--- config.mk ---
export PLATFORM = sky130hd
export DESIGN_NAME = shift_rows_stream
export DESIGN_NICKNAME = d
export VERILOG_FILES = /design/src/rtl/shift_rows_stream.sv
export SDC_FILE = /design/constraint.sdc
export NUM_CORES = 1
export LEC_CHECK = 0
export ABC_AREA = 0
export CAP_MARGIN = 20
export CORE_AREA = 2 2 193 195
export DETAILED_ROUTE_END_ITERATION = 10
export DIE_AREA = 0 0 195 197
export PLACE_DENSITY_LB_ADDON = 0.12
export SLEW_MARGIN = 25
export SYNTH_ARGS = -nofsm -noshare
export SYNTH_HDL_FRONTEND = slang
export SYNTH_SLANG_ARGS = --single-unit
--- constraint.sdc ---
create_clock -name clk -period 3 [get_ports clk]
set_input_delay 0.3 -clock clk [delete_from_list [all_inputs] [get_ports clk]]
set_output_delay 0.3 -clock clk [all_outputs]
set_load 0.005 [all_outputs]
--- src/rtl/shift_rows_stream.sv ---
// Byte-serial AES ShiftRows/InvShiftRows over a two-bank ping-pong buffer.
// One state fills while the other drains; output order is strictly FIFO by state.
module shift_rows_stream #(
  parameter bit INVERSE = 1'b0
) (
  input  logic       clk,
  input  logic       rst_n,
  input  logic       in_valid,
  output logic       in_ready,
  input  logic [0:7] in_byte,
  output logic       out_valid,
  input  logic       out_ready,
  output logic [0:7] out_byte,
  output logic       out_last
);

  logic [0:7] bank_q [2][16];
  logic       wr_bank_q, wr_bank_d;
  logic       rd_bank_q, rd_bank_d;
  logic [3:0] wr_cnt_q, wr_cnt_d;
  logic [3:0] rd_cnt_q, rd_cnt_d;
  logic [1:0] full_q, full_d;
  logic [3:0] src_idx;
  logic       wr_en;
  logic       rd_en;

  always_comb begin
    in_ready  = !full_q[wr_bank_q];
    out_valid = full_q[rd_bank_q];
    wr_en     = in_valid && in_ready;
    rd_en     = out_valid && out_ready;

    wr_bank_d = wr_bank_q;
    rd_bank_d = rd_bank_q;
    wr_cnt_d  = wr_cnt_q;
    rd_cnt_d  = rd_cnt_q;
    full_d    = full_q;

    // Set and clear always hit different banks, so both may apply in one cycle.
    if (wr_en) begin
      wr_cnt_d = wr_cnt_q + 4'd1;
      if (wr_cnt_q == 4'hF) begin
        full_d[wr_bank_q] = 1'b1;
        wr_bank_d         = !wr_bank_q;
      end
    end
    if (rd_en) begin
      rd_cnt_d = rd_cnt_q + 4'd1;
      if (rd_cnt_q == 4'hF) begin
        full_d[rd_bank_q] = 1'b0;
        rd_bank_d         = !rd_bank_q;
      end
    end

    // Row r = k%4 reads from column offset +r (forward) or -r (inverse), mod 16.
    if (INVERSE) begin
      src_idx = rd_cnt_q - {rd_cnt_q[1:0], 2'b00};
    end else begin
      src_idx = rd_cnt_q + {rd_cnt_q[1:0], 2'b00};
    end

    out_byte = out_valid ? bank_q[rd_bank_q][src_idx] : 8'h00;
    out_last = out_valid && (rd_cnt_q == 4'hF);
  end

  always_ff @(posedge clk) begin
    if (!rst_n) begin
      wr_bank_q <= 1'b0;
      rd_bank_q <= 1'b0;
      wr_cnt_q  <= 4'd0;
      rd_cnt_q  <= 4'd0;
      full_q    <= 2'b00;
    end else begin
      wr_bank_q <= wr_bank_d;
      rd_bank_q <= rd_bank_d;
      wr_cnt_q  <= wr_cnt_d;
      rd_cnt_q  <= rd_cnt_d;
      full_q    <= full_d;
    end
  end

  always_ff @(posedge clk) begin
    if (rst_n && wr_en) begin
      bank_q[wr_bank_q][wr_cnt_q] <= in_byte;
    end
  end

endmodule

# --- Yosys cells after proc, flatten, opt, wreduce, memory -nomap -nowiden ---
# Memories as Yosys holds them, arrays and structs flattened. A register that Yosys moved wholly into a read port is not among the register bits.
# Index checks and enable logic that the tools add are counted.
word_totals:
  reg_bits: 12
  mem_bits_rw: 256
  n_memories: 1
  word_cells: 57
classes:
  n_reduce_logical: 12
  magnitude_cmp: 7
  n_eq_ne: 2
  n_mux: 22
  n_addsub: 3
  n_bitwise: 5
memory_table:
  columns: ["memory", "words", "word_bits", "read_ports", "rd_clocked_by_memory_dff", "write_ports", "line", "source"]
  rows:
  - ["bank_q", 2, 128, 1, 1, 1, "17", "logic [0:7] bank_q [2][16];"]
ops:
  columns: ["op", "n"]
  rows:
  - ["128-bit 2-to-1 mux", 1]
  - ["8-bit binary-select mux with 4-bit select", 1]
  - ["8-bit demux with 4-bit select", 1]
  - ["8-bit 2-to-1 mux", 4]
  - ["5-bit >= comparator (second input constant)", 2]
  - ["4-bit NOT with 5-bit output", 2]
  - ["1-bit 2-to-1 mux", 9]
  - ["4-bit by 1-bit adder with 4-bit output (second input constant)", 2]
  - ["4-bit == test (second input constant)", 2]
  - ["2-bit 2-to-1 mux", 4]
  - ["1-bit logical AND", 7]
  - ["5-bit by 1-bit < comparator with 1-bit output (second input constant)", 1]
  - ["4-bit adder", 1]
  - ["1-bit by 2-bit < comparator with 1-bit output (second input constant)", 2]
  - ["2-bit AND reduction", 2]
  - ["1-bit logical NOT", 3]
  - ["2-bit bitwise AND", 1]
  - ["1-bit demux with 1-bit select", 2]
  - ["1-bit >= comparator (second input constant)", 2]
  - ["2-bit NOT", 1]
  - ["2-bit bitwise OR", 1]

# --- Longest topological paths before layout ---
depth:
  depth_word: 10
  ltp_mapped: 7
  ltp_nobuf: 5

# --- Worst setup path after synthesis ---
# No wires, ideal clock.
synth_path:
  path_type: "flip-flop to flip-flop"
  from: "register wr_bank_q"
  to: "memory bank_q[0][0] in the netlist's numbering (enable)"
  n_path_buf: 2
  arrival_ps: 1817
  period_less_slack_ps: 2188
  path_slack_ps: 812
  setup_time_ps: 370
  required_time_ps: 2630
  path_stages_with_launch: 7
  cell_sequence: "dfxtp_1 clkbuf_1 mux2i_1 and2_1 buf_2 nand3_1 nor2_1"
synth_between:
  elab_chain_cells: 7
synth_lines:
  columns: ["element", "line", "source"]
  rows:
  - ["start, declared", "18", "logic wr_bank_q, wr_bank_d;"]
  - ["start signal, assigned", "74", "wr_bank_q <= wr_bank_d;"]
  - ["1-bit 2-to-1 mux (not written as such) (2 in a row)", "28", "in_ready = !full_q[wr_bank_q];"]
  - ["1-bit logical NOT", "28", null]
  - ["via in_ready", "9", "output logic in_ready,"]
  - ["1-bit logical AND", "30", "wr_en = in_valid && in_ready;"]
  - ["1-bit logical AND", "83", "if (rst_n && wr_en) begin"]
  - ["1-bit 2-to-1 mux", "83", null]
  - ["128-bit 2-to-1 mux (not written as such)", "84", "bank_q[wr_bank_q][wr_cnt_q] <= in_byte;"]
  - ["end, declared", "17", null]
# The timed path passes the listed nets, and every way through them passes these cells. The select of a mux whose other input is x is not followed.

==> reports/metrics.cfg <==
[global_routing]
wire_length_of_the_first_global_routing_pass_mm=39.74
grt_start_max_net_pins=33
first_global_vias=5921
grtUsageTotal=0.1422
globalRouteOverflowTotal=0
grt_antenna_before_repair=0

[finish]
antenna_cells=0
area_growth_pct=24.46
n_fill_cell=3420
final_layout_size_suffix_gt1_frac=0.3477
num-nets-final=691
post-route-cell-area_um2=13420

[yosys]
synth.top_cells.by_count=sky130_fd_sc_hd__edfxtp_1, sky130_fd_sc_hd__mux4_2, sky130_fd_sc_hd__nor2_1
yosys_register_bits=269
seq_area_frac_synth=0.7369
async_flop_share=0
synth_cells=571
count_of_flip_flops_with_a_built_in_enable_after_synthesis=256
syn-mean-instance-area_um2=18.89
netlist_area_um2=10790
yosysTopAreaCellShare=0.7128
post-synth-top-count-cell=sky130_fd_sc_hd__edfxtp_1
synth_nets=589
synth_top_cell_by_area=sky130_fd_sc_hd__edfxtp_1
synthFlopType=sky130_fd_sc_hd__edfxtp_1
synth.lib_cells_used.distinct=44
synth_area_leaders=sky130_fd_sc_hd__edfxtp_1, sky130_fd_sc_hd__mux4_2, sky130_fd_sc_hd__dfxtp_1, sky130_fd_sc_hd__mux2_2, sky130_fd_sc_hd__mux2i_1
synthesis.yosys.warnings=0

[timing]
rsz0062_at_grt=yes
fmaxAchievable_ghz=0.3368
fin_skew_ps=11.87
finalWorstPathRequiredPeriod_ps=2969
timing.final.setup_violations=0
finalHoldWorstSlack_ps=459.5
max-slew-margin-rel=0.6088
finalHoldViolations=0
period_share=0.9898
timing_worst_slew_pin_value_ps=582.6
pins_over_their_slew_limit=0

[detailed_routing]
drt-total-wl_mm=26.98
firstDrtPassIters=5
drc_errors=0
post_drt_via_cell_ratio=4.840
detailroute.via_count=5634
wire_per_inst_um=23.18
drtIter0Drc=497
drt.antenna.violating_nets=0

[cts]
cts_hold_repair.buffers=0
tritoncts=built
insertion_delay_ps=560
cell_chosen_for_the_clock_root=sky130_fd_sc_hd__clkbuf_16
clockBufferDepth=3
cts_htree_levels=1
clk_pin_slew_worst_paths_ps=60
cts_buffers=31
cts_num_sinks=269

[floorplan]
fp.dieW_um=195
initial_utilization=0.2974
std_cell_rows=70
die-area_um2=38420
chip_height_um=197
core_um2=36260
io_pins=23

[min_path]
hold_path_class=in -> reg
min_delay_path_depth=3
hold_start=out_ready
worstHoldEndpoint=rd_cnt_q[1]$_SDFFE_PN0P_

[place]
dp_hpwl_mm=16.93
gp_routability_congestion=0.7831
port_buffers=22
dpl_cell_area_um2=11920

[setup_path]
critical-path-max-stage-delay_ps=500
worst_setup_path_start_kind=register
r2r_setup_slack_ps=510
r2r-start=wr_bank_q$_SDFFE_PN0P_
worstPathRequired_ps=2700
list_of_cells_traversed_by_the_critical_path=buf_12 > buf_16 > buf_12 > buf_12 > buf_6 > mux4_2 > nand2_2 > a21boi_2 > o31a_1 > buf_2
crit_path_frequent_cell=sky130_fd_sc_hd__buf_12
critical_path.reg2reg.endpoint=bank_q[0][127]$_DFFE_PP_
reg2reg_depth=5
critPathCaptureType=output pin
critical_path_class=reg -> out
timing.critical_path.fanout_max=8
critical_path_arrival_ps=2670
cpMaxStageDelayCell=sky130_fd_sc_hd__mux4_2

[pwr]
power.static_leakage_nw=4.313
ir_drop_mv=0.4039
power_density_nw_per_um2=608.3

[status]
run_status=completed

[job]
max-cap-violations=0

==> how the worst max path moves through the flow <==
stage | startpoint | end | slack (ps) | cells past startpoint
finish | register | out_byte[5] | 30 | 10
global route | register | out_byte[5] | -40 | 10
CTS | rd_cnt_q[3]$_SDFFE_PN0P_ | out_byte[2] | -150 | 5
detailed placement | rd_cnt_q[2]$_SDFFE_PN0P_ | out_byte[6] | 330 | 7
global placement | rd_cnt_q[2]$_SDFFE_PN0P_ | out_byte[1] | 320 | 7
floorplan | wr_bank_q$_SDFFE_PN0P_ | bank_q[0][0]$_DFFE_PP_ | 810 | 6
==> layout make-up <==
class	count	area, µm²	share of cell area
Sequential cell	269	7961	0.5931
Multi-Input combinational cell	268	2844	0.2119
Timing Repair Buffer	97	952.2	0.07094
Clock buffer	36	794.5	0.05919
Tap cell	468	585.6	0.04362
Clock inverter	20	260.3	0.01939
Inverter	6	25.02	0.001864
==> power by group <==
group	switching, W	internal, W
combinational	0.000105	0.0000449
clock	0.00149	0.00240
sequential	0.00000597	0.00412
total	0.00160	0.00657
==> registers in the layout, summed over array words and instances (netlist names), named ones only <==
signal and cells:
wr_cnt_q 4, rd_bank_q 1, bank_q 256, wr_bank_q 1
full_q 2, rd_cnt_q 4
==> worst max-delay path: cells and delay by family (launching register included) <==
family | cells | cell delay (ps)
buf+inv | 6 | 780
simple gates | 1 | 90
compound gates | 2 | 360
mux | 1 | 500
flops | 1 | 380
==> per-layer routing <==
layer / wire [µm] / global-route usage / share of wire
met4: 656 / 0.03760 / 0.024
met2: 12940 / 0.2397 / 0.48
met5: 0 / 0 / 0
met1: 12290 / 0.1937 / 0.46
met3: 1098 / 0.02019 / 0.041
==> repair_timing <==
action                     4_1_cts  5_1_grt
gates cloned                     2        0
resized for setup               47       27
pin swaps                       13        6
setup endpoints to repair        8        6
hold endpoints to repair         0        0
setup buffers                   12        6
==> stage by stage <==
stage                     setup slack, ps    util  TNS (ps)  total power (W)  instances
after floorplan                     812.3       -         0         0.004245        571
after global placement              322.1  0.3287         0         0.004350       1088
after detailed placement            329.3  0.3287         0         0.004357       1088
after CTS                          -150.5  0.3663    -311.3         0.008248       1158
after global routing               -37.41  0.3702    -37.41         0.008397       1164
final                               30.60  0.3702         0         0.008165       1164
==> cell usage in the layout, fill, tap and decap left out, types with 9 or more instances in the layout <==
cell type                           n
sky130_fd_sc_hd__mux4_2            49
sky130_fd_sc_hd__mux2i_1           11
sky130_fd_sc_hd__nor2_1            37
sky130_fd_sc_hd__clkbuf_16         31
sky130_fd_sc_hd__buf_4             57
sky130_fd_sc_hd__clkdlybuf4s50_1   14
sky130_fd_sc_hd__nand2_1           17
sky130_fd_sc_hd__nor2b_1            9
sky130_fd_sc_hd__and2_1            10
sky130_fd_sc_hd__nand3_1           10
sky130_fd_sc_hd__mux2_2            20
sky130_fd_sc_hd__edfxtp_1         256
sky130_fd_sc_hd__a21oi_1            9
sky130_fd_sc_hd__clkinv_2           9
==> cells by family after synthesis <==
group / count (synthesis) / share of synthesized area
compound gates: 55 / 0.04072
xor+xnor: 9 / 0.008701
fa+ha+maj: 6 / 0.006960
buf+inv: 34 / 0.01624
flops: 269 / 0.7369
mux: 88 / 0.1408
simple gates: 110 / 0.04965
No activity file was read; power rests on OpenSTA's default activity.
